**config.mk**
```make
export PLATFORM = sky130hd
export DESIGN_NAME = spi_master_arbiter
export DESIGN_NICKNAME = d
export VERILOG_FILES = /design/src/rtl/spi_master_arbiter.sv
export SDC_FILE = /design/constraint.sdc
export NUM_CORES = 1
export LEC_CHECK = 0
export CAP_MARGIN = 0
export CORE_MARGIN = 5
export CORE_UTILIZATION = 36
export DETAILED_ROUTE_END_ITERATION = 10
export PLACE_DENSITY = 0.73
export SYNTH_ARGS = -nofsm -noshare
export SYNTH_HDL_FRONTEND = slang
export SYNTH_SLANG_ARGS = --single-unit
```
**constraint.sdc**
```tcl
create_clock -name clk -period 1.7 [get_ports clk]
set_input_delay 0.51 -clock clk [delete_from_list [all_inputs] [get_ports clk]]
set_output_delay 0.51 -clock clk [all_outputs]
set_load 0.02 [all_outputs]
```
**src/rtl/spi_master_arbiter.sv**
```systemverilog
// -----------------------------------------------------------------------------
// spi_master_arbiter
//
// Shares a single spi_master_driver (CPOL=0, CPHA=1) between N_REQ requesters
// using round-robin arbitration. For each granted requester the arbiter issues
// a one-cycle start pulse, waits for the driver to go busy and then idle again,
// captures the received word and pulses done for the owner. A watchdog ends a
// transfer that the driver never accepts (ready never falls) and reports it on
// err together with done.
//
// Parameters:
//   DATA_WIDTH   - SPI word width, must match the driver.
//   N_REQ        - number of requesters, 2..8.
//   BUSY_TIMEOUT - cycles to wait for m_ready to fall after the start pulse,
//                  2..255.
//
// Ports:
//   clk        in   system clock, rising edge.
//   rst        in   asynchronous active-high reset.
//   req        in   [N_REQ]            per-requester request level.
//   wdata      in   [N_REQ*DATA_WIDTH] write words, requester i at
//                                      [i*DATA_WIDTH +: DATA_WIDTH].
//   grant      out  [N_REQ]            one-hot owner of the current transfer.
//   done       out  [N_REQ]            one-cycle completion pulse for owner.
//   rdata      out  [DATA_WIDTH]       word from the last completed transfer.
//   err        out                     pulses with done when the transfer
//                                      timed out.
//   m_start    out                     driver start_transaction.
//   m_data_in  out  [DATA_WIDTH]       driver data_in.
//   m_data_out in   [DATA_WIDTH]       driver data_out.
//   m_ready    in                      driver ready.
// -----------------------------------------------------------------------------
module spi_master_arbiter #(
    parameter int DATA_WIDTH   = 8,
    parameter int N_REQ        = 2,
    parameter int BUSY_TIMEOUT = 16
) (
    input  logic                        clk,
    input  logic                        rst,
    input  logic [N_REQ-1:0]            req,
    input  logic [N_REQ*DATA_WIDTH-1:0] wdata,
    output logic [N_REQ-1:0]            grant,
    output logic [N_REQ-1:0]            done,
    output logic [DATA_WIDTH-1:0]       rdata,
    output logic                        err,
    output logic                        m_start,
    output logic [DATA_WIDTH-1:0]       m_data_in,
    input  logic [DATA_WIDTH-1:0]       m_data_out,
    input  logic                        m_ready
);

    localparam int              IDX_W    = (N_REQ > 1) ? $clog2(N_REQ) : 1;
    localparam logic [IDX_W-1:0] RR_RESET = IDX_W'(N_REQ - 1);
    localparam logic [7:0]      TMO_LAST = 8'(BUSY_TIMEOUT - 1);

    typedef enum logic [2:0] {
        IDLE,
        ISSUE,
        WAIT_BUSY,
        WAIT_DONE,
        COMPLETE
    } state_t;

    state_t                 state;
    state_t                 state_nxt;
    logic [IDX_W-1:0]       rr;
    logic [IDX_W-1:0]       rr_nxt;
    logic [7:0]             cnt;
    logic [7:0]             cnt_nxt;
    logic                   tmo;
    logic                   tmo_nxt;
    logic [N_REQ-1:0]       grant_nxt;
    logic                   m_start_nxt;
    logic [DATA_WIDTH-1:0]  m_data_in_nxt;
    logic [DATA_WIDTH-1:0]  rdata_nxt;

    logic [IDX_W-1:0]       win;
    logic [N_REQ-1:0]       win_onehot;
    logic [DATA_WIDTH-1:0]  win_data;

    // Round-robin search starting just after the last owner. The loop runs
    // from the farthest candidate to the nearest so the nearest set request
    // is the one left in pick.
    function automatic logic [IDX_W-1:0] rr_pick(
        input logic [N_REQ-1:0] r,
        input logic [IDX_W-1:0] last
    );
        logic [IDX_W-1:0] pick;
        logic [N_REQ-1:0] sh;
        int               idx;
        pick = last;
        for (int k = N_REQ; k >= 1; k--) begin
            idx = (int'(last) + k) % N_REQ;
            sh  = r >> idx;
            if (sh[0]) begin
                pick = IDX_W'(idx);
            end
        end
        return pick;
    endfunction

    // Winner decode: one-hot grant vector and the winner's write word.
    always_comb begin
        win        = rr_pick(req, rr);
        win_onehot = '0;
        win_data   = '0;
        for (int i = 0; i < N_REQ; i++) begin
            if (IDX_W'(i) == win) begin
                win_onehot[i] = 1'b1;
                win_data      = wdata[i*DATA_WIDTH +: DATA_WIDTH];
            end
        end
    end

    // Next-state and next-register logic.
    always_comb begin
        state_nxt     = state;
        rr_nxt        = rr;
        cnt_nxt       = cnt;
        tmo_nxt       = tmo;
        grant_nxt     = grant;
        m_start_nxt   = 1'b0;
        m_data_in_nxt = m_data_in;
        rdata_nxt     = rdata;

        case (state)
            IDLE: begin
                // A busy (or resetting) driver blocks granting entirely.
                if (m_ready && (|req)) begin
                    grant_nxt     = win_onehot;
                    m_data_in_nxt = win_data;
                    m_start_nxt   = 1'b1;
                    rr_nxt        = win;
                    state_nxt     = ISSUE;
                end
            end
            ISSUE: begin
                cnt_nxt   = '0;
                tmo_nxt   = 1'b0;
                state_nxt = WAIT_BUSY;
            end
            WAIT_BUSY: begin
                if (!m_ready) begin
                    state_nxt = WAIT_DONE;
                end else if (cnt == TMO_LAST) begin
                    // Driver never took the word; finish with err, rdata kept.
                    tmo_nxt   = 1'b1;
                    state_nxt = COMPLETE;
                end else begin
                    cnt_nxt = cnt + 8'd1;
                end
            end
            WAIT_DONE: begin
                // Capture on the way into COMPLETE so rdata is already valid
                // in the done cycle.
                if (m_ready) begin
                    rdata_nxt = m_data_out;
                    state_nxt = COMPLETE;
                end
            end
            COMPLETE: begin
                grant_nxt = '0;
                state_nxt = IDLE;
            end
            default: begin
                grant_nxt = '0;
                state_nxt = IDLE;
            end
        endcase
    end

    // done and err are decoded from the registered state, so they can only
    // be high during COMPLETE.
    always_comb begin
        done = '0;
        err  = 1'b0;
        if (state == COMPLETE) begin
            done = grant;
            err  = tmo;
        end
    end

    always_ff @(posedge clk or posedge rst) begin
        if (rst) begin
            state     <= IDLE;
            rr        <= RR_RESET;
            cnt       <= '0;
            tmo       <= 1'b0;
            grant     <= '0;
            m_start   <= 1'b0;
            m_data_in <= '0;
            rdata     <= '0;
        end else begin
            state     <= state_nxt;
            rr        <= rr_nxt;
            cnt       <= cnt_nxt;
            tmo       <= tmo_nxt;
            grant     <= grant_nxt;
            m_start   <= m_start_nxt;
            m_data_in <= m_data_in_nxt;
            rdata     <= rdata_nxt;
        end
    end

endmodule

```
==> out/results.ini <==
[status]
status = complete, no violations

[yosys]
ys.warnings.count = 0
netlist_top_cells_area = dfrtp_1 48%, a31oi_1 7.0%, mux2_2 5.6%
synth.cell_area_sq_um = 1610
ys_types = 39
synth_top_area_share = 0.483
syn_avg_cell_area_sq_um = 10.3
synth_nets = 186
synthCells = 156
ys_seq_elements = 32
synth_largest_area_cell = dfrtp_1
ys_seq_area_frac = 0.499

[cts]
cts_sinks = 32
clock_latency_ns = 0.29
cts-buffers-inserted = 5
cts_root_buf = clkbuf_8
ctsHoldBuffers = 0
clk_pin_slew_ns = 0.07
clockBufferDepth = 2
cts_tree = yes
cts_max_level = 2

[worst_setup_path]
reg2reg_slack_ns = 0.11
cp-end-kind = primary output
cp_data_arrival_time_ns = 1.18
crit_type = register to primary output
worstSetupStartpointType = register
path_max_fanout = 4
worstPathRequired_ns = 1.19

[placed_design]
dpl_cell_area_sq_um = 2300
place.port_buffers = 50
gp_congestion = 0.800
dpl.hpwl_microns = 3130
dp.cells = 272

[pwr]
power_uw = 3830
p_int_uw = 2360
p_seq_frac = 0.337
switching_share = 0.384
pwr-share-clk = 0.191
p_per_area_nw_per_um2 = 1580
power.leakage_uw = 0.00108
pwr-share-comb = 0.472
p_sw_uw = 1470
ir_worst_vdd_mv = 0.697

[drt]
viasPerCell = 5.25
wirelength_microns = 4110
drt_iter0_markers = 52
vias = 1476
drt.antenna.violating_nets = 0
dr.pass1.iters = 4
wl_per_cell_microns = 14.6
remaining_drc_errors = 0

[global_route]
grt_max_degree = 14
grt_pass1_vias = 1540
grt_pass1_wl_microns = 6880
overflow = 0
grt.total_usage = 0.143
antenna_found_initial = 0

[die]
initial_core_util = 0.369
io_pins = 51
die_h_microns = 76.8
core_sq_um = 4350
die_w_microns = 76.8
dieArea_sq_um = 5900
rows = 24

[timing]
worst_pin_slew_ns = 0.436
fin_crit_sh = 0.994
max_slew_margin = 0.709
min_period_ns = 1.69
fin_worst_skew_ns = 0.00920
max_freq_mhz = 592
finalSetupViolations = 0
slew_violations = 0
hold_violations = 0
rsz0062_at_grt = true

[layout]
layout_commonest_cell = dfrtp_1
drive_above_1_share = 0.258
diodes = 0
final_area_sq_um = 2420
syn_to_final_growth_pct = 50.7
nNetsFinal = 258
layout_common_cells = 30 x dfrtp_1, 28 x buf_4, 27 x clkdlybuf4s50_1
finalNonFillerCells = 281

[flow_run]
maxCapViolCount = 0

[min_path]
worstHoldPathType = primary input to asynchronous set/reset pin

## critical path: stages (launching register included)
cell	delay, ns
dfrtp_1	0.41
nor2_4	0.16
and3_4	0.20
buf_6	0.11
## cells by family (layout without fill, tap and decap cells)
group	count (synthesis)	in the layout	share of synthesized area
flip-flops	32	32	0.499
AO/OA/AOI/OAI	42	42	0.168
multiplexers	13	13	0.0872
AND/OR/NAND/NOR	48	48	0.176
adder cells (fa/ha/maj)	1	1	0.00779
buffers and inverters	20	93	0.0615
## cell type report
| type | count | area, sq um |
|---|---|---|
| multi-input cells | 104 | 726 |
| fillers | 388 | 1930 |
| well taps | 52 | 65.1 |
| flip-flops and latches | 32 | 803 |
| inverters | 7 | 26.3 |
| repair buffers | 78 | 689 |
| clock buffers | 5 | 68.8 |
| clock inverters | 3 | 42.5 |
## path summary, 6_finish.rpt
| check | cells after the start | endpoint | startpoint |
|---|---|---|---|
| hold / removal | 2 | m_start | rst |
| min in group clk | 1 | cnt[7] | cnt[7] |
| max in group asynchronous | 3 | rr | rst |
| setup reg to reg | 4 | cnt[5] | state[2] |
| setup / recovery | 3 | err | state[0] |
| hold reg to reg | 1 | cnt[7] | cnt[7] |
## what timing repair did
item                       CTS  global route
pin swaps                    1             1
setup buffers                1             0
setup endpoints to repair   40             4
resized for setup           35             8
## synthesized netlist by cell type
cell type and n:
o211ai_1 2, or4_1 2, buf_2 4, and3_1 5, o41ai_1 1, nand2b_1 1, nand4bb_4 1, buf_4 1
nand2_1 11, o31ai_1 1, dfrtp_1 31, buf_1 2, ha_1 1, nor3b_1 2, nand3_1 13, or2_2 2
a21oi_1 4, o21ai_0 8, and2_0 1, nor2_1 4, inv_1 7, a31o_2 1, mux2_2 8, o2111ai_1 1
a211oi_1 1, mux2i_1 5, a31oi_1 18, a21o_1 1, buf_6 2, nor4bb_1 1, clkbuf_1 4, or3b_2 1
dfstp_2 1, nor2b_1 1, o32ai_1 2, a21boi_1 1, nor4_1 2, a311oi_1 1, nand3_2 1
## routing by layer
layer	wire length [microns]	GRT usage	up-vias
met5	0	0	-
met2	2040	0.233	36
met3	199	0.0328	7
met4	87	0.0839	0
li1	-	-	724
met1	1780	0.172	709
## flip-flops by register name, summed over array words and instances, names as in the netlist
| signal | cells |
|---|---|
| rr | 1 |
| rdata | 8 |
| m_start | 1 |
| tmo | 1 |
| cnt | 8 |
| state | 3 |
| grant | 2 |
| m_data_in | 8 |
## stage by stage
step                       util  hold WS, ns  setup TNS [ns]  worst slack [ns]
after CTS                 0.550        0.429         -0.0129           -0.0129
after floorplan               -        0.450               0           0.00873
final                     0.556        0.425               0            0.0100
after global placement    0.529        0.477           -8.63            -0.344
after global routing      0.556        0.434         -0.0645           -0.0279
after detailed placement  0.529        0.484           -9.20            -0.353
## power groups by stage
stage | logic [uW] | registers [uW] | clock network [uW]
CTS | 1810 | 1290 | 750
detailed placement | 1930 | 1310 | 0
global placement | 1900 | 1290 | 0
finish | 1810 | 1290 | 733
floorplan | 874 | 1510 | 0
global route | 1970 | 1340 | 782
No activity file was read; power rests on OpenSTA's default activity.
